## src/rtl/step_counter_pkg.sv

```systemverilog
// Shared constants and elaboration helpers for step_counter.
package step_counter_pkg;

  localparam string ARCH_BEHAVIORAL = "BEHAVIORAL";
  localparam string ARCH_STRUCTURAL = "STRUCTURAL";

  function automatic int clog2(input int value);
    int r;
    int v;
    r = 0;
    v = value - 1;
    while (v > 0) begin
      r++;
      v = v >> 1;
    end
    return r;
  endfunction

  // True when value is a non-negative number representable in width unsigned bits.
  function automatic bit in_range(input int value, input int width);
    if (value < 0) return 1'b0;
    if (width >= 31) return 1'b1;
    return value < (1 << width);
  endfunction

endpackage

```

## src/rtl/step_counter_adder.sv

```systemverilog
// Ripple-carry add/subtract with carry-out; sub=1 computes a-b (carry=1 means no borrow).
module step_counter_adder #(
  parameter int WIDTH = 9
) (
  input  logic [WIDTH-1:0] a,
  input  logic [WIDTH-1:0] b,
  input  logic             sub,
  output logic [WIDTH-1:0] sum,
  output logic             carry
);

  logic [WIDTH-1:0] bx;

  assign bx = b ^ {WIDTH{sub}};

  always_comb begin
    logic cy;
    sum = '0;
    cy  = sub;
    for (int i = 0; i < WIDTH; i++) begin
      sum[i] = a[i] ^ bx[i] ^ cy;
      cy     = (a[i] & bx[i]) | (cy & (a[i] ^ bx[i]));
    end
    carry = cy;
  end

endmodule

```

## src/rtl/step_counter.sv

```systemverilog
// Enable-gated wrap-around counter, direction fixed at elaboration.
// Optional registered wrap pulse output when STEP_COUNTER_WRAP_FLAG_EN is defined.
module step_counter
  import step_counter_pkg::*;
#(
  parameter string ARCHITECTURE = "BEHAVIORAL",
  parameter int    DATA_WIDTH   = 8,
  parameter int    COUNT_FROM   = 0,
  parameter int    COUNT_TO     = 10,
  parameter int    STEP         = 1
) (
  input  logic                  clk,
  input  logic                  rst,
  input  logic                  en,
`ifdef STEP_COUNTER_WRAP_FLAG_EN
  output logic                  wrap,
`endif
  output logic [DATA_WIDTH-1:0] out
);

  localparam int W1        = DATA_WIDTH + 1;
  localparam bit UP        = COUNT_TO >= COUNT_FROM;
  localparam int SPAN      = UP ? COUNT_TO - COUNT_FROM : COUNT_FROM - COUNT_TO;
  // A step wider than the whole range reloads every time; this also keeps
  // STEP_V from being truncated in the cases where the sum actually matters.
  localparam bit STEP_OVER = STEP > SPAN;

  localparam logic [DATA_WIDTH-1:0] FROM_V = DATA_WIDTH'(COUNT_FROM);
  localparam logic [W1-1:0]         TO_V   = W1'(COUNT_TO);
  localparam logic [W1-1:0]         STEP_V = W1'(STEP);

  if (!in_range(COUNT_FROM, DATA_WIDTH)) begin : g_chk_from
    $error("step_counter: COUNT_FROM=%0d does not fit in %0d bits", COUNT_FROM, DATA_WIDTH);
  end
  if (!in_range(COUNT_TO, DATA_WIDTH)) begin : g_chk_to
    $error("step_counter: COUNT_TO=%0d does not fit in %0d bits", COUNT_TO, DATA_WIDTH);
  end
  if (STEP < 1) begin : g_chk_step
    $error("step_counter: STEP=%0d must be >= 1", STEP);
  end
  if (ARCHITECTURE != ARCH_BEHAVIORAL && ARCHITECTURE != ARCH_STRUCTURAL) begin : g_chk_arch
    $error("step_counter: ARCHITECTURE=%s is not BEHAVIORAL or STRUCTURAL", ARCHITECTURE);
  end

  logic [W1-1:0] ext;
  logic [W1-1:0] raw;
  logic          over;
  logic          reload;

  // One guard bit above the counter so out+STEP / out-STEP never wraps silently.
  assign ext = {1'b0, out};

  if (ARCHITECTURE == ARCH_STRUCTURAL) begin : g_struct
    logic carry;

    step_counter_adder #(.WIDTH(W1)) u_add (
      .a    (ext),
      .b    (STEP_V),
      .sub  (!UP),
      .sum  (raw),
      .carry(carry)
    );

    assign over = UP ? (carry | raw[DATA_WIDTH]) : !carry;
  end else begin : g_beh
    assign raw  = UP ? ext + STEP_V : ext - STEP_V;
    // Up: guard bit means the sum left DATA_WIDTH. Down: guard bit is the borrow.
    assign over = raw[DATA_WIDTH];
  end

  assign reload = STEP_OVER || over || (UP ? (raw > TO_V) : (raw < TO_V));

  always_ff @(posedge clk or posedge rst) begin
    if (rst) begin
      out <= FROM_V;
    end else if (en) begin
      out <= reload ? FROM_V : raw[DATA_WIDTH-1:0];
    end
  end

`ifdef STEP_COUNTER_WRAP_FLAG_EN
  always_ff @(posedge clk or posedge rst) begin
    if (rst) begin
      wrap <= 1'b0;
    end else begin
      wrap <= en && reload;
    end
  end
`endif

endmodule

```

## config.mk

```make
export PLATFORM = sky130hd
export DESIGN_NAME = step_counter
export DESIGN_NICKNAME = d
export VERILOG_FILES = /design/src/rtl/step_counter_pkg.sv /design/src/rtl/step_counter_adder.sv /design/src/rtl/step_counter.sv
export SDC_FILE = /design/constraint.sdc
export NUM_CORES = 1
export LEC_CHECK = 0
export BUFFER_PORTS_ARGS = -buffer_cell sky130_fd_sc_hd__clkbuf_2
export CORE_AREA = 2 2 39 41
export CTS_CLUSTER_DIAMETER = 40
export DETAILED_ROUTE_END_ITERATION = 16
export DIE_AREA = 0 0 41 43
export GPL_TIMING_DRIVEN = 0
export PLACE_DENSITY = 0.57
export REMOVE_ABC_BUFFERS = 1
export SLEW_MARGIN = 20
export SYNTH_ARGS = -nofsm -noshare
export SYNTH_HDL_FRONTEND = slang
export SYNTH_SLANG_ARGS = --single-unit
```

## constraint.sdc

```tcl
create_clock -name clk -period 2.3 [get_ports clk]
set_input_delay 0.345 -clock clk [delete_from_list [all_inputs] [get_ports clk]]
set_output_delay 0.345 -clock clk [all_outputs]
set_load 0.02 [all_outputs]
```

* Yosys cells after proc, flatten, opt, wreduce, memory -nomap -nowiden
Index checks and enable logic that the tools add are counted.
** Word-level totals
- Register bits :: 8
- Bits in latches :: 0
- RAM bits :: 0
- Bits in read-only memories :: 0
- Input port bits :: 3
- Memories kept :: 0
** Operators by class
- Add/subtract/negate cells :: 1
- $mul :: 0
- Div/mod/pow operators :: 0
- Order comparisons :: 1
- Eq/ne operators :: 0
- Shifts and indexed selects :: 0
- Mux-type cells :: 1
- Bitwise operators :: 0
- Reduce and logical (&&, ||, !) cells :: 1
** Operator list (count)
- $add A8 B1 Y9 const B :: 1
- $gt A9 B4 Y1 const B :: 1
- $mux W8 :: 1
- $logic_or A1 B1 Y1 :: 1

* Longest topological paths before layout
Gate-level depths: netlist (run 1).
- Word-level depth :: 4
- Gate-level depth with buffers :: 7
- Depth with buffers taken out :: 7

* Worst setup path after synthesis (run 1)
No wires, ideal clock.
- Path kind :: flip-flop to flip-flop
- From :: register out[0]
- To :: register out[0]
- Data arrival time :: 1.808 ns
- Data required time :: 2.175 ns
- Path slack :: 0.368 ns
- Stages on the path, launching flop included :: 7
- Path buffers :: 0
- Period minus slack after synthesis :: 1.932 ns
- Path through :: dfrtp_1 ha_1 and4_4 a32o_1 a41oi_2 nor3_1 mux2_2
** On the way
- Longest elaborated chain between the ends :: 4
** Ends and longest elaborated chain
- start, declared :: RTL line step_counter.sv:18 : output logic [DATA_WIDTH-1:0] out
- start signal, assigned :: RTL line step_counter.sv:77 : out <= reload ? FROM_V : raw[DATA_WIDTH-1:0];
- $add A8 B1 Y9 * :: RTL line step_counter.sv:66 : assign raw = UP ? ext + STEP_V : ext - STEP_V;
- $gt A9 B4 Y1 :: RTL line step_counter.sv:71 : assign reload = STEP_OVER || over || (UP ? (raw > TO_V) : (raw < TO_V));
- $logic_or A1 B1 Y1 :: RTL line step_counter.sv:71
- $mux W8 * :: RTL line step_counter.sv:77
Every way passes the cells marked *; elsewhere a longest branch is shown, timed or not.
A chain may end at the register's enable or synchronous reset.

* Worst setup path after layout (run 1)
Ends and elaborated chain as after synthesis.

==> impl_results.md, run 1 <==
- Outcome: completed
- Clk Latency, worst-skew pair: 0.25 ns
- Area Growth Syn to Fin: 17.6%
- Root buf cell: clkbuf_4
- Gr ovfl total: 0
- Initial antenna violation count: 0
- Vias in the first global route: 310
- Least-Margin Pin Slew: 0.307 ns
- Clock power share: 17.4%
- Cell variety after synth: 26
- Worst Skew: 0.00458 ns
- Power Internal: 357 uW
- Largest family of logic cells by synthesized area: simple AND/OR/NAND/NOR gates
- Commonest non-fill, non-tap cell in the layout: clkbuf_2
- Worst path arrival time: 2.08 ns
- Final setup margin: 0.349 ns
- Row cnt: 14
- Leakage: 0.000279 uW
- Post-synthesis compound-gate area fraction: 17.9%
- Net switching power: 248 uW
- PortBufs: 10
- Final Hold Vio Count: 0
- CTS HTree Levels: 1
- Synthesized area: 483 um^2
- Pre-antenna DRT Iters: 4
- Startpoint Class: flop
- Post-synthesis sequential area ratio: 41.5%
- Fillcell total: 148
- Critical path type: flop to flop
- Hold Buf Count CTS: 0
- Setup violators final: 0
- TritonCTS Buffers: 3
- Fmax: 0.512 GHz
- DRC: 0
- Core area: 1380 um^2
- Reg power frac: 37.4%
- Avg WL per Cell: 11.6 um
- Setup total negative slack: 0 ns
- Worst EP required: 2.43 ns
- TritonCTS clock tree: done
- DP Worst Slack: 0.349 ns
- CTS-repair resized insts: 0
- Number of synthesized register bits: 8
- Hold_ws: 0.0108 ns
- Synthesized instance count: 46
- IO Count: 11
- Multi-input logic area: 268 um^2
- Tmin final: 1.95 ns
- Critical Path Start: out[0]
- Largest net degree at the start of global routing: 12
- Max FFs per register: 8
- Routed vias: 381
- Reg2reg start: out[0]
- First-pass GRT wire length: 1310 um
- Switching Share: 41.0%
- Post-CTS setup buffers: 0
- Slew headroom: 79.5%
- Peak supply drop: 0.000504 V
- # Max-Cap Violations: 0
- Combinational power share: 45.3%
- Top Registers: out x8
- DIE AREA: 1760 um^2
- Post-synthesis xor/xnor area fraction: 5.44%
- Period utilization: 84.8%
- CTS sink cnt: 8
- Mux cell area share after synthesis: 2.33%
- Biggest register: out
- Overall die width: 41 um
- Most frequent cells in the layout: clkbuf_2, dfrtp_1, nor2_1, nor2b_1, clkbuf_4
- Routed WL: 860 um
- NumNets Final: 65
- Sequential cell area: 200 um^2
- Element type at the critical path end: flop
- Diodes inserted: 0
- Final HPWL from detailed placement: 654 um
- Simple-gate portion of the synthesized area: 24.6%
- Synth warn: 0
- Count of pins over their slew limit: 0
- Adder-cell share of the synthesized area: 5.18%
- Die height: 43 um
- First DRT Iteration DRCs: 8
- PD cells: 1060 nW/um^2
- Overall routing resource usage: 11.4%
- Layout cell share with drive strength beyond 1: 34.5%
- Final ANT Viol Nets: 0
- RSZ-0062 raised after global routing: no
- Post-Syn Area per Cell: 10.5 um^2
- Bufs on Longest Clock Path: 2
- CP max FO: 7
- GP Congestion: 0.643
- Effective utilization at floorplan: 34.9%
- Worst hold path type: primary input to async pin
- Clk slew on worst S/H paths: 0.06 ns
- Drt via density: 5.15
[cell type report]
class	instances	share of cell area (%)
Clock buffer	3	3.96
Tap cell	16	3.52
Inverter	2	1.32
Sequential cell	8	35.2
Timing Repair Buffer	10	8.81
Multi-Input combinational cell	35	47.1
[critical path: stages (launching register included)]
cell,delay [ns]
dfrtp_1,0.44
ha_1,0.29
and4_4,0.23
a32o_1,0.25
a41oi_2,0.28
nor3_1,0.07
mux2_2,0.26
[cell usage after synthesis]
master    instances  share of area (%)
nand3_1           2                2.1
nor2b_1           4                5.2
inv_1             2                1.6
and4_4            1                2.3
nor4_1            1                1.3
a41oi_2           1                3.4
xor2_1            2                3.6
nor2_2            1                1.3
buf_4             1                1.6
nor3_1            2                2.1
nor2_1            4                3.1
nand2b_1          1                1.3
o31ai_1           2                3.1
o22ai_2           1                2.6
o32ai_1           1                1.8
a21o_1            1                1.6
and3_4            1                2.3
dfrtp_1           8                 41
a21oi_1           1                1.0
nand2_1           2                1.6
a32o_1            1                2.1
xnor2_1           1                1.8
a32o_2            1                2.3
ha_1              2                5.2
mux2_2            1                2.3
and4b_1           1                2.1
[worst paths after layout]
check / slack (ns) / end / cells past startpoint
hold / removal: 0.01 / out[7] / 2
setup reg to reg: 0.35 / out[0] / 6
min in group clk: 0.41 / out[5] / 2
hold reg to reg: 0.58 / out[4] / 1
max in group asynchronous: 2.05 / out[0] / 2
setup / recovery: 0.35 / out[0] / 6
[cell families (layout without fill, tap and decap cells)]
group | Yosys count | in the layout
AND/OR/NAND/NOR | 20 | 20
buffers and inverters | 3 | 15
multiplexers | 1 | 1
flip-flops | 8 | 8
XOR/XNOR | 3 | 3
adder cells (fa/ha/maj) | 2 | 2
AO/OA/AOI/OAI | 9 | 9
[through the flow]
stage	cell area [um^2]	utilization [%]	cells	total power, uW
6_report	568	41.0	74	605
5_1_grt	568	41.0	74	653
4_1_cts	568	41.0	74	613
3_5_place_dp	546	39.4	71	506
3_3_place_gp	546	39.4	71	504
2_1_floorplan	475	-	45	437
[power groups by stage]
stage	Sequential, uW	Clock, uW	Combinational [uW]
floorplan	257	0	180
global placement	227	0	277
detailed placement	230	0	276
CTS	227	109	277
global route	233	118	302
finish	226	105	274
[layer usage]
layer | share of wire [%] | global-route usage [%]
met1 | 52 | 15.2
met2 | 44 | 14.4
met3 | 2.1 | 3.14
met4 | 2.6 | 10.0
met5 | 0 | 0
Note: power is estimated with default switching activity, not from simulation.
==> run 2: changes to the inputs <==
==> constraint.sdc (replaced) <==
create_clock -name clk -period 1.8 [get_ports clk]
set_input_delay 0.27 -clock clk [delete_from_list [all_inputs] [get_ports clk]]
set_output_delay 0.27 -clock clk [all_outputs]
set_load 0.02 [all_outputs]
==> impl_results.md, run 2 (synthesized netlist as in run 1, its figures left out) <==
- Period utilization: 99.1% (+14 points)
- Layout cell share with drive strength beyond 1: 50.0% (+16 points)
- Startpoint Class: flop
- Max FFs per register: 8 (unchanged)
- Worst path arrival time: 1.91 ns (-0.17 ns)
- Clk Latency, worst-skew pair: 0.25 ns (about the same)
- Die height: 43 um (unchanged)
- IO Count: 11 (unchanged)
- Biggest register: out
- Post-route design area: 683 um^2 (+20%)
- Overall die width: 41 um (unchanged)
- Fmax: 0.560 GHz (+9.3%)
- TritonCTS Buffers: 3 (unchanged)
- Peak supply drop: 0.000678 V (+34%)
- Area Growth Syn to Fin: 41.5%
- Largest net degree at the start of global routing: 12 (unchanged)
- First-pass GRT wire length: 1460 um (+12%)
- Hold_ws: 0.353 ns (+0.342 ns)
- Element type at the critical path end: flop
- Initial antenna violation count: 0 (unchanged)
- RSZ-0062 raised after global routing: yes
- Reg2reg start: out[0]
- # Max-Cap Violations: 0 (unchanged)
- CTS HTree Levels: 1 (unchanged)
- Worst Skew: 0.00517 ns (+0.000596 ns)
- Setup violators final: 0 (unchanged)
- Final ANT Viol Nets: 0 (unchanged)
- Most frequent cells in the layout: clkbuf_2, dfrtp_1, buf_4
- Commonest non-fill, non-tap cell in the layout: clkbuf_2
- Core area: 1380 um^2 (unchanged)
- Row cnt: 14 (unchanged)
- Reg-to-reg endpoint: out[0]
- Final Non-Filler Cells: 82 (+11%)
- DRC: 0 (unchanged)
- Finished Core Util: 49.4% (+8.3 points)
- Root buf cell: clkbuf_4
- Outcome: completed
- Diodes inserted: 0 (unchanged)
- Hold Path Cell Cnt: 2
- PortBufs: 10 (unchanged)
- Effective utilization at floorplan: 34.9% (unchanged)
- Bufs on Longest Clock Path: 2 (unchanged)
- GP Congestion: 0.643 (unchanged)
- HP Start: en
- Slew headroom: 79.7% (+0.18 points)
- Avg WL per Cell: 12.5 um (+7.2%)
- DIE AREA: 1760 um^2 (unchanged)
- Setup total negative slack: 0 ns (unchanged)
- Vias in the first global route: 349 (+13%)
- Worst EP required: 1.93 ns (-0.50 ns)
- PD cells: 1420 nW/um^2 (+33%)
- Routed vias: 423 (+11%)
- Final Hold Vio Count: 0 (unchanged)
- Critical path type: flop to flop
- TritonCTS clock tree: done
- Leakage: 0.000328 uW (+17%)
- Area of placed instances: 546 um^2 (unchanged)
- Overall routing resource usage: 12.7% (+1.2 points)
- NumNets Final: 73 (+12%)
- Final HPWL from detailed placement: 654 um (unchanged)
- Least-Margin Pin Slew: 0.304 ns (-0.00275 ns)
- Worst hold path type: primary input to flop
- Tmin final: 1.78 ns (-0.167 ns)
- Hold Path End: out[5]
- Count of pins over their slew limit: 0 (unchanged)
- FF-to-FF path depth: 6 (unchanged)
- CTS sink cnt: 8 (unchanged)
- Top Registers: out x8
- Post-placement cell count: 71 (unchanged)
- CP max FO: 6 (-1)
- Gr ovfl total: 0 (unchanged)
- Clk slew on worst S/H paths: 0.06 ns (about the same)
- Routed WL: 1020 um (+19%)
- First DRT Iteration DRCs: 6 (-2)
- Reg2Reg Setup Slack: 0.02 ns (-0.33 ns)
- Pre-antenna DRT Iters: 4 (unchanged)
- Drt via density: 5.16 (+0.19%)
-- run 2: cell count changes in the layout (fill, tap and decap cells not counted), sizes merged --
cell | before | now
buf | 0 | 7
dlygate4sd3 | 0 | 1
-- run 2: power by group --
part	switching (uW)	leakage, uW	total [uW]	internal (uW)
combinational	271	0.000209	551	280
clock	58.3	0.0000138	134	76.1
sequential	61.5	0.000105	284	223
-- run 2: critical path, stage by stage (launching register included) --
cell and delay (ns):
dfrtp_2 0.42, ha_4 0.17, and4_4 0.21, a32o_2 0.26, a41oi_4 0.26, nor3_2 0.09
mux2_4 0.26
-- run 2: stage by stage --
step | setup WS [ns] | total power (uW)
detailed placement | -0.151 | 646
finish | 0.0154 | 969
global route | -0.0435 | 1040
global placement | -0.147 | 643
CTS | 0.00420 | 884
floorplan | -0.132 | 559
-- run 2: cell type report --
| type | count | area (um^2) |
|---|---|---|
| Clock buffer | 3 | 22.5 |
| Fill cell | 138 | 701 |
| Inverter | 2 | 7.51 |
| Multi-Input combinational cell | 35 | 319 |
| Sequential cell | 8 | 201 |
| Tap cell | 16 | 20.0 |
| Timing Repair Buffer | 18 | 113 |
-- run 2: routing by layer --
metal / up-vias / global-route usage (%) / part of all wire (%)
met1: 206 / 16.5 / 49
met5: - / 0 / 0
li1: 209 / - / -
met2: 6 / 16.9 / 47
met3: 2 / 3.14 / 1.6
met4: 0 / 10.0 / 2.2
-- run 2: worst max-delay path by stage --
stage / from / end / slack [ns]
finish: out[0] / out[0] / 0.02
global route: out[0] / out[0] / -0.04
CTS: out[0] / out[0] / 0.004
detailed placement: out[0] / out[0] / -0.15
global placement: out[0] / out[0] / -0.15
floorplan: out[0] / out[0] / -0.13
-- run 2: timing repair --
item	CTS	global route
endpoints found under the hold margin	8	0
cloned	0	0
hold buffers	1	0
gates resized for setup	4	6
setup endpoints to repair	3	3
pin swaps	1	4
setup buffers	3	4
